## config.mk

```make
export PLATFORM = sky130hd
export DESIGN_NAME = dmem_burst_master
export DESIGN_NICKNAME = d
export VERILOG_FILES = /design/src/rtl/dmem_burst_master.sv
export SDC_FILE = /design/constraint.sdc
export NUM_CORES = 1
export LEC_CHECK = 0
export BUFFER_PORTS_ARGS = -buffer_cell sky130_fd_sc_hd__buf_2
export CORE_MARGIN = 2
export CORE_UTILIZATION = 44
export DETAILED_ROUTE_END_ITERATION = 12
export PLACE_DENSITY = 0.78
export SLEW_MARGIN = 25
export SYNTH_ARGS = -nofsm -noshare
export SYNTH_HDL_FRONTEND = slang
export SYNTH_SLANG_ARGS = --single-unit
```

## constraint.sdc

```tcl
create_clock -name i_clk -period 2.7 [get_ports i_clk]
set_clock_uncertainty 0.2 [all_clocks]
set_input_delay 0.135 -clock i_clk [delete_from_list [all_inputs] [get_ports i_clk]]
set_output_delay 0.135 -clock i_clk [all_outputs]
set_load 0.01 [all_outputs]
```

## src/rtl/dmem_burst_master.sv

```systemverilog
// Burst initiator for the CPU data-memory port: one word per cycle, read data
// streamed out through a registered valid/ready stage, write data passed straight through.
module dmem_burst_master #(
  parameter int DEPTH = 10,
  parameter int LEN_W = 8
) (
  input  logic             i_clk,
  input  logic             i_rst,
  input  logic             i_cmd_valid,
  output logic             o_cmd_ready,
  input  logic             i_cmd_write,
  input  logic [DEPTH-1:0] i_cmd_addr,
  input  logic [LEN_W-1:0] i_cmd_len,
  input  logic             i_wd_valid,
  output logic             o_wd_ready,
  input  logic [31:0]      i_wd_data,
  output logic             o_rd_valid,
  input  logic             i_rd_ready,
  output logic [31:0]      o_rd_data,
  output logic             o_busy,
  output logic             o_done,
  output logic [DEPTH-1:0] o_mem_addr,
  output logic [31:0]      o_mem_wdata,
  output logic             o_mem_we,
  input  logic [31:0]      i_mem_rdata
);

  typedef enum logic [1:0] {
    S_IDLE  = 2'd0,
    S_READ  = 2'd1,
    S_WRITE = 2'd2
  } state_t;

  localparam logic [LEN_W:0]   REM_ZERO = {(LEN_W+1){1'b0}};
  localparam logic [LEN_W:0]   REM_ONE  = {{LEN_W{1'b0}}, 1'b1};
  localparam logic [DEPTH-1:0] ADDR_ONE = {{(DEPTH-1){1'b0}}, 1'b1};

  state_t           r_state, w_state_nxt;
  logic [DEPTH-1:0] r_cur_addr, w_cur_addr_nxt;
  logic [LEN_W:0]   r_remaining, w_remaining_nxt;
  logic             r_rd_valid, w_rd_valid_nxt;
  logic [31:0]      r_rd_data, w_rd_data_nxt;
  logic             r_done, w_done_nxt;
  logic             w_rd_load;
  logic             w_wd_hs;

  assign o_cmd_ready = (r_state == S_IDLE);
  assign o_wd_ready  = (r_state == S_WRITE) && (r_remaining != REM_ZERO);
  assign w_wd_hs     = i_wd_valid && o_wd_ready;
  // The output slot can take a new word when empty or being drained this cycle.
  assign w_rd_load   = (r_state == S_READ) && (r_remaining != REM_ZERO) &&
                       (!r_rd_valid || i_rd_ready);

  assign o_busy      = (r_state != S_IDLE);
  assign o_done      = r_done;
  assign o_rd_valid  = r_rd_valid;
  assign o_rd_data   = r_rd_data;
  assign o_mem_addr  = r_cur_addr;
  assign o_mem_wdata = i_wd_data;
  assign o_mem_we    = w_wd_hs && !i_rst;

  // Next-state and datapath update for the burst sequencer.
  always_comb begin
    w_state_nxt     = r_state;
    w_cur_addr_nxt  = r_cur_addr;
    w_remaining_nxt = r_remaining;
    w_rd_valid_nxt  = r_rd_valid;
    w_rd_data_nxt   = r_rd_data;
    w_done_nxt      = 1'b0;
    case (r_state)
      S_IDLE: begin
        if (i_cmd_valid) begin
          w_cur_addr_nxt  = i_cmd_addr;
          w_remaining_nxt = {1'b0, i_cmd_len} + REM_ONE;
          w_state_nxt     = i_cmd_write ? S_WRITE : S_READ;
        end else begin
          w_state_nxt = S_IDLE;
        end
      end
      S_READ: begin
        if (w_rd_load) begin
          w_rd_data_nxt   = i_mem_rdata;
          w_rd_valid_nxt  = 1'b1;
          w_cur_addr_nxt  = r_cur_addr + ADDR_ONE;
          w_remaining_nxt = r_remaining - REM_ONE;
        end else if ((r_remaining == REM_ZERO) && r_rd_valid && i_rd_ready) begin
          w_rd_valid_nxt = 1'b0;
          w_state_nxt    = S_IDLE;
          w_done_nxt     = 1'b1;
        end else begin
          w_rd_valid_nxt = r_rd_valid;
        end
      end
      S_WRITE: begin
        if (w_wd_hs) begin
          w_cur_addr_nxt  = r_cur_addr + ADDR_ONE;
          w_remaining_nxt = r_remaining - REM_ONE;
          if (r_remaining == REM_ONE) begin
            w_state_nxt = S_IDLE;
            w_done_nxt  = 1'b1;
          end else begin
            w_state_nxt = S_WRITE;
          end
        end else begin
          w_state_nxt = S_WRITE;
        end
      end
      default: begin
        w_state_nxt = S_IDLE;
      end
    endcase
  end

  // State and datapath registers; reset abandons any burst in flight.
  always_ff @(posedge i_clk) begin
    if (i_rst) begin
      r_state     <= S_IDLE;
      r_cur_addr  <= {DEPTH{1'b0}};
      r_remaining <= REM_ZERO;
      r_rd_valid  <= 1'b0;
      r_rd_data   <= 32'h0000_0000;
      r_done      <= 1'b0;
    end else begin
      r_state     <= w_state_nxt;
      r_cur_addr  <= w_cur_addr_nxt;
      r_remaining <= w_remaining_nxt;
      r_rd_valid  <= w_rd_valid_nxt;
      r_rd_data   <= w_rd_data_nxt;
      r_done      <= w_done_nxt;
    end
  end

endmodule

```

* Yosys cells after proc, flatten, opt, wreduce, memory -nomap -nowiden
Index checks and enable logic that the tools add are counted.
** Word-level totals
- Word-level logic and storage cells :: 59
- Register bits :: 55
- Input port bits :: 88
** Cells by class
- Multiplexer cells :: 22
- Eq/ne operators :: 8
- Add/subtract/negate cells :: 3
- Reductions and logical operators :: 20
** Operator list (count)
- two-way mux 10 bit :: 3
- one-hot mux 10 bit (3 select lines) :: 1
- two-way mux 9 bit :: 3
- one-hot mux 9 bit (3 select lines) :: 1
- two-way mux 2 bit :: 6
- adder 10 x 1 -> 10 bit (second input constant) :: 1
- adder 8 x 1 -> 9 bit (second input constant) :: 1
- == test 9 x 1 -> 1 bit (second input constant) :: 1
- logical NOT 9 bit :: 1
- nonzero test 9 bit :: 1
- subtractor 9 x 1 -> 9 bit (second input constant) :: 1
- != test 2 bit (second input constant) :: 4
- logical AND 1 bit :: 7
- two-way mux 1 bit :: 6
- one-hot mux 2 bit (3 select lines) :: 1
- AND reduction 2 bit :: 3
- AND reduction 4 bit :: 1
- nonzero test 2 bit :: 2
- nonzero test 3 bit :: 1
- == test 2 x 1 -> 1 bit (second input constant) :: 1
- == test 2 bit (second input constant) :: 1
- logical NOT 1 bit :: 2
- logical NOT 2 bit :: 1
- != test 2 x 1 -> 1 bit (second input constant) :: 1
- 2 further kinds :: 2

* Depth between registers and ports, before layout
Gate-level depths: netlist of run 1.
- Depth after elaboration :: 6
- Depth in mapped cells :: 9

* Worst setup path after synthesis of run 1
OpenSTA, ideal clock, no wires.
- Kind :: reg-to-reg
- From :: register r_state[1]
- To :: register r_remaining[8]
- Clock period less this slack :: 2037 ps
- Slack :: 663 ps
- Arrival :: 1705 ps
- Cell stages (with the launch flop) :: 10
- Data required time :: 2368 ps
- Cell sequence :: dfxtp_1 -> inv_1 -> ha_1 -> clkbuf_1 -> inv_1 -> o221ai_1 -> a221o_2 -> buf_6 -> a211oi_1 -> nor3_1
** On the way
- Cells in the longest elaborated chain, start to end :: 5
- Elaborated cells between the ends (all ways) :: 13
- Those cells by class :: 5 x eq/ne; 1 x mux; 7 x reduce/logical
** RTL lines
- start, declared :: line 38 : state_t r_state, w_state_nxt;
- start signal, assigned :: line 124 : r_state <= w_state_nxt;
- == test 2 bit / == test 2 x 1 -> 1 bit (equally long branches) :: line 48, 70, 51
- logical AND 1 bit (on tied branches) :: line 48, 51
- logical AND 1 bit (on tied branches) :: line 49, 51
- != test 2 bit (no line)
- AND reduction 4 bit (no line)
- end signal, assigned :: line 126 : r_remaining <= w_remaining_nxt;
- end, declared :: line 40 : logic [LEN_W:0] r_remaining, w_remaining_nxt;
Parallel ways exist; a longest one is shown, timed or not.
A chain may end at the register's enable or synchronous reset.

* Worst setup path after layout of run 1
- From :: register r_remaining[4]
- To :: register r_state[0]
** On the way
- Cells in the longest elaborated chain, start to end :: 5
- Elaborated cells between the ends (all ways) :: 13
- Those cells by class :: 2 x eq/ne; 2 x mux; 9 x reduce/logical
** RTL lines
- nonzero test 9 bit / logical NOT 9 bit (equally long branches) :: line 48, 51, 86
- logical AND 1 bit (on tied branches) :: line 48, 51, 86
- logical AND 1 bit (on tied branches) :: line 49, 51, 86
- two-way mux 2 bit, or another cell as far along :: line 95 : if (w_wd_hs) begin
- one-hot mux 2 bit (3 select lines) / AND reduction 2 bit (equally long branches)
Parallel ways exist; a longest one is shown, timed or not.

==> results of run 1 <==
## per-layer routing
| layer | share of wire, % | up-vias | GRT usage, % |
|---|---|---|---|
| li1 | - | 1481 | - |
| met1 | 41 | 1356 | 23.8 |
| met5 | 0 | - | 0 |
| met3 | 6.4 | 16 | 4.23 |
| met4 | 1.2 | 0 | 5.19 |
| met2 | 51 | 102 | 37.2 |
## path summary, 6_finish.rpt
check | to | from | slack (ps) | cells past startpoint
worst max register to register | r_state[0] | r_remaining[4] | 290 | 6
worst min-delay path | r_remaining[0] | i_cmd_len[0] | 20 | 4
worst min register to register | o_rd_data[23] | o_rd_data[23] | 260 | 2
worst max-delay path | r_state[0] | r_remaining[4] | 290 | 6
## cells in the final DEF, fill, tap and decap left out, types with 3 or more instances in the layout
cell           instances
dlygate4sd3_1         42
a21oi_1               54
dfxtp_1               55
o21ai_0               16
nand2b_1               5
nor2_1                14
or2_2                  3
ha_1                   9
xnor2_1                5
buf_2                103
clkbuf_8               5
buf_4                  5
nand2_1               77
nor3_1                11
nand4_1                3
o32ai_1                4
a211oi_1               6
inv_1                 10
nand3_1               10
o211ai_1               5
## state kept, by name, indices dropped and copies added (netlist names)
register     count
o_rd_data       32
o_mem_addr      10
r_remaining      9
r_state          2
o_done           1
o_rd_valid       1
## kinds of logic after synthesis
kind of cell / share of synthesized area (%)
and+or+nand+nor: 22.9
adders and majority gates: 3.80
DFF: 37.1
xor gates and xnor gates: 2.07
muxes: 0.338
buffers and inverters: 13.3
AOI/OAI and AO/OA: 20.4
## area by class of cell
cell class / instances / area, sq um
clock buffer: 6 / 72.6
clock inverter: 2 / 17.5
fill: 568 / 2650
inverter: 10 / 37.5
multi-input combinational: 259 / 1470
sequential: 55 / 1100
tap: 77 / 96.3
timing repair buffer: 150 / 973
## worst min-delay path, delay by kind of cell
family	cells	cell delay, ps
compound gates	1	80
simple gates	2	130
buf+inv	1	140
## report_power, final
part	internal [W]	total, W	switching, W
combinational	0.000269	0.000592	0.000323
sequential	0.000877	0.000948	0.0000712
clock	0.000187	0.000458	0.000271
total	0.00133	0.00200	0.000665
## what timing repair did
action                                  4_1_cts  5_1_grt
endpoints found under the setup margin        0        1
gates resized for setup                       0        2
endpoints found under the hold margin        42        0
hold buffers                                 42        0
## stage by stage
stage	total power [W]	util (%)	setup slack (ps)
floorplan	0.00139	-	663
global placement	0.00149	50.7	431
detailed placement	0.00150	50.7	308
CTS	0.00201	58.7	75.1
global route	0.00213	58.7	72.7
finish	0.00200	58.7	290
==> impl_metrics.csv, run 1 <==
group,metric,value,unit
status,outcome,"complete, no violations",
floorplanning,die_height,86.1,um
cells_and_area,final_layout_size_suffix_gt1_share,26.6,%
timing,tightest_slew,794,ps
synthesis,synth_top_cell_by_area,"dfxtp_1",
clocking,htreeDepth,2,
timing,hold_violations,0,
timing,setup_viol,0,
synthesis,synth_seq_cells,55,
clocking,clk_pin_slew,100,ps
floorplanning,rows,29,
global_route,grt_util_all_layers,20.3,%
placement,gp_congestion,0.830,
synthesis,postSynthAreaPerCell,7.82,sq um
cells_and_area,final_nets,578,
synthesis,ys.flop_type,"dfxtp_1",
placement,dp.cells,509,
critical_path,crit_family,"simple AND/OR/NAND/NOR gates",
power_and_ir_drop,p_leak,1.59,nW
power_and_ir_drop,cellPowerDensity,530,nW/um^2
clocking,root_buffer,"clkbuf_8",
global_route,grt_max_degree,43,
drt,drtIter0Drc,108,
global_route,grt_pass1_vias,2689,
critical_path,crit_path_end_kind,"flop",
drt,wl_per_cell,14.0,um
global_route,grt_pass1_wl,12400,um
critical_path,slowest_stage,"dlygate4sd3_1",
synthesis,yosys_warnings,0,
synthesis,syn_nets,476,
critical_path,slowest_delay,570,ps
critical_path,cp-start-kind,"flop",
synthesis,syn_inst,379,
synthesis,synth_cell_types,50,
drt,detailroute.via_count,2955,
floorplanning,die_x,86.1,um
critical_path,crit_type,"reg2reg",
clocking,cts_setup_buffers,0,
drt,via_per_inst,5.29,
floorplanning,dieArea,7410,sq um
critical_path,path_cells,"nor4_4 -> nand3_1 -> o21ai_2 -> nand4b_1 -> dlygate4sd3_1 -> a21oi_1",
cells_and_area,diodes,0,
timing,post-route-min-period,2410,ps
floorplanning,core_area,6420,sq um
clocking,cts_tree,"built",
floorplanning,start_util,46.2,%
synthesis,seq_area_frac_synth,37.1,%
clocking,clock_latency,300,ps
timing,fin_tns_setup,0,ps
timing,relSlewSlack,47.1,%
synthesis,synth-edff-count,0,
synthesis,yosysMostFrequentCell,"nand2_1",
critical_path,cp_max_fo,7,
critical_path,cp_num_buf_inv,1,
drt,drt_wl_total,7810,um
critical_path,cp.required,2730,ps
drt,drc_errors,0,
timing,min_period_over_period,89.3,%
timing,max_freq,0.415,GHz
drt,postRouteAntennaNets,0,
critical_path,arrival,2440,ps
timing,slew_viol_final,0,
cells_and_area,final-instance-count-excl-fill,559,
synthesis,syn_area,2960,sq um
placement,hpwl,5100,um
synthesis,synth_common_cells,"nand2_1, dfxtp_1, a21oi_1",
placement,placed_area,3260,sq um
min_path,hold_path.class,"in2reg",
placement,numPortBuffers,103,
clocking,clkSinkCount,55,
synthesis,async_flop_share,0,%
timing,whs,18.7,ps
synthesis,netlist_top_cells_area,"dfxtp_1, nand2_1, a21oi_1",
global_route,antenna_found_initial,0,
clocking,numCtsBuffers,5,
power_and_ir_drop,ir_worst_vdd,0.308,mV
drt,firstDrtPassIters,4,
synthesis,synth_top_area_share,37.1,%
run,maxCapViolCount,0,
global_route,grt.overflow.total,0,
floorplanning,num_io_pins,168,
clocking,clk_path_buf_depth,2,
cells_and_area,fin_area,3770,sq um
cells_and_area,areaGrowthSynthToFinish,27.3,%
timing,rsz0062_at_grt,"no",
Note: power is estimated with default switching activity, not from simulation.
==> run 2: changes to the inputs <==
--- a/config.mk
+++ b/config.mk
@@ -5,11 +5,11 @@
 export SDC_FILE = /design/constraint.sdc
 export NUM_CORES = 1
 export LEC_CHECK = 0
-export BUFFER_PORTS_ARGS = -buffer_cell sky130_fd_sc_hd__buf_2
 export CORE_MARGIN = 2
-export CORE_UTILIZATION = 44
+export CORE_UTILIZATION = 60
 export DETAILED_ROUTE_END_ITERATION = 12
-export PLACE_DENSITY = 0.78
+export DONT_BUFFER_PORTS = 1
+export PLACE_DENSITY_LB_ADDON = 0.3
 export SLEW_MARGIN = 25
 export SYNTH_ARGS = -nofsm -noshare
 export SYNTH_HDL_FRONTEND = slang
==> run 2 against run 1 <==
  * Highest routed layer unchanged
  * Power shrank 2.6%
  * Sequential power grew 2.5%
  * Clock power grew 2%
  * Register-to-register slack lost 40 ps
  * Worst setup slack lost 44 ps
  * Global-route usage grew 6.2 points
  * Largest power group unchanged
  * Flip-flop and latch count is the same
  * Fmax shrank 1.8%
  * Non-clock buffer count shrank 91
  * Clock-buffer cell count shrank 1
==> impl_metrics.csv, run 2 (synthesized netlist as in run 1, its figures left out) <==
group,metric,value,unit
status,outcome,"complete, no violations",
placement,gp_congestion,0.835,
cells_and_area,fin_util,71.2,%
power_and_ir_drop,p_int,0.00129,W
floorplanning,num_io_pins,168,
placement,hpwl,4460,um
cells_and_area,layout_commonest_cell,"nand2_1",
drt,firstDrtPassIters,4,
critical_path,r2r_end,"r_state[1]",
clocking,holdBufCountCts,55,
global_route,grt_pass1_wl,11400,um
critical_path,reg2reg_depth,7,
placement,placed_area,2720,sq um
drt,via_per_inst,5.93,
global_route,grt_util_all_layers,26.5,%
cells_and_area,final_layout_size_suffix_gt1_share,6.39,%
critical_path,cp.required,2670,ps
critical_path,cp_max_fo,6,
run,maxCapViolCount,0,
timing,setup_viol,0,
timing,relSlewSlack,62.6,%
global_route,grt_pass1_vias,2510,
power_and_ir_drop,ir_worst_vdd,0.360,mV
clocking,numCtsBuffers,5,
cells_and_area,fin_area,3380,sq um
cells_and_area,areaGrowthSynthToFinish,14.2,%
critical_path,timing.rr.start,"r_remaining[0]",
global_route,antenna_found_initial,1,
timing,min_period_over_period,90.9,%
drt,drc_errors,0,
timing,tightest_slew,561,ps
floorplanning,die_x,74.3,um
timing,hold_violations,0,
power_and_ir_drop,switching_share,33.6,%
global_route,grt.overflow.total,0,
min_path,hold_start,"i_cmd_len[3]",
power_and_ir_drop,p_leak,1.18,nW
floorplanning,core_area,4750,sq um
min_path,min_to,"r_remaining[4]",
power_and_ir_drop,p_seq_share,50.0,%
cells_and_area,largest_reg_flops,32,
critical_path,cp-start-kind,"flop",
clocking,htreeDepth,2,
global_route,grt_max_degree,60,
critical_path,r2r_slack,250,ps
floorplanning,die_height,74.3,um
drt,drt_wl_total,7480,um
clocking,clock_latency,310,ps
power_and_ir_drop,clockPowerShare,24.1,%
timing,max_freq,0.407,GHz
power_and_ir_drop,power.share.combinational,25.9,%
drt,drtIter0Drc,129,
min_path,hold_path.class,"in2reg",
timing,slew_viol_final,0,
critical_path,arrival,2430,ps
floorplanning,rows,25,
floorplanning,start_util,62.3,%
cells_and_area,final_nets,487,
clocking,clk_path_buf_depth,2,
floorplanning,dieArea,5520,sq um
clocking,cts_tree,"built",
power_and_ir_drop,cellPowerDensity,575,nW/um^2
cells_and_area,most-common-layout-cells,"nand2_1, dfxtp_1, a21oi_1, dlygate4sd3_1, o21ai_0",
timing,fin_tns_setup,0,ps
clocking,clkSinkCount,55,
drt,wl_per_cell,16.3,um
placement,numPortBuffers,0,
timing,rsz0062_at_grt,"no",
clocking,clk_pin_slew,100,ps
timing,post-route-min-period,2450,ps
clocking,root_buffer,"clkbuf_8",
clocking,cts-resized-gates,0,
clocking,cts_setup_buffers,0,
timing,whs,9.28,ps
drt,postRouteAntennaNets,0,
drt,detailroute.via_count,2723,
power_and_ir_drop,p_switching,0.000654,W
critical_path,crit_type,"reg2reg",
min_path,min_path_cells,4,
critical_path,crit_path_end_kind,"flop",
==> run 2: cell types whose count changed in the layout (fill, tap and decap cells not counted) <==
cell / change
buf_2: -103
o21ai_2: -1
buf_4: -1
clkinv_2: +1
buf_16: +1
inv_6: +1
clkbuf_1: -1
dlygate4sd3_1: +12
clkinv_4: -1
diode_2: +1
o21ai_0: +1
==> run 2: how the worst max path moves through the flow <==
| stage | cells after the start | startpoint | to | slack [ps] |
|---|---|---|---|---|
| after floorplan | 9 | r_state[1] | r_remaining[8] | 660 |
| after global placement | 7 | r_state[0] | r_remaining[1] | 410 |
| after detailed placement | 6 | r_remaining[0] | o_rd_data[30] | 280 |
| after CTS | 6 | r_remaining[0] | o_rd_data[30] | 260 |
| after global routing | 7 | r_remaining[0] | r_state[1] | 160 |
| final | 7 | r_remaining[0] | r_state[1] | 250 |
==> run 2: routing by layer <==
layer / vias up / share of wire [%] / global-route usage, %
met5: - / 0 / 0
met4: 0 / 1.6 / 7.94
met3: 18 / 7.9 / 7.45
met2: 128 / 52 / 47.7
met1: 1280 / 38 / 30.6
li1: 1297 / - / -
==> run 2: power groups by stage <==
stage / sequential (W) / clock [W] / combinational [W]
floorplan: 0.000970 / 0 / 0.000416
global placement: 0.000987 / 0 / 0.000403
detailed placement: 0.000989 / 0 / 0.000413
CTS: 0.000970 / 0.000477 / 0.000500
global route: 0.000983 / 0.000510 / 0.000567
finish: 0.000972 / 0.000469 / 0.000505
==> run 2: layout make-up <==
class / count / area (sq um)
Multi-Input combinational cell: 259 / 1470
Fill cell: 378 / 1370
Sequential cell: 55 / 1100
Timing Repair Buffer: 59 / 598
Tap cell: 67 / 83.8
Clock buffer: 5 / 68.8
Inverter: 10 / 37.5
Clock inverter: 3 / 22.5
Antenna cell: 1 / 2.50
==> run 2: metrics by stage <==
stage,setup slack [ps],cells,power (W)
detailed placement,282,395,0.00140
global route,162,459,0.00206
global placement,406,395,0.00139
floorplan,663,379,0.00139
CTS,261,458,0.00195
finish,245,459,0.00195
==> run 2: worst max-delay path: stages (launching register included) <==
cell           delay [ps]
dfxtp_1               430
inv_1                  90
ha_1                  240
and4b_1               270
nand3_1               130
a32oi_1               260
dlygate4sd3_1         620
a211oi_1               80
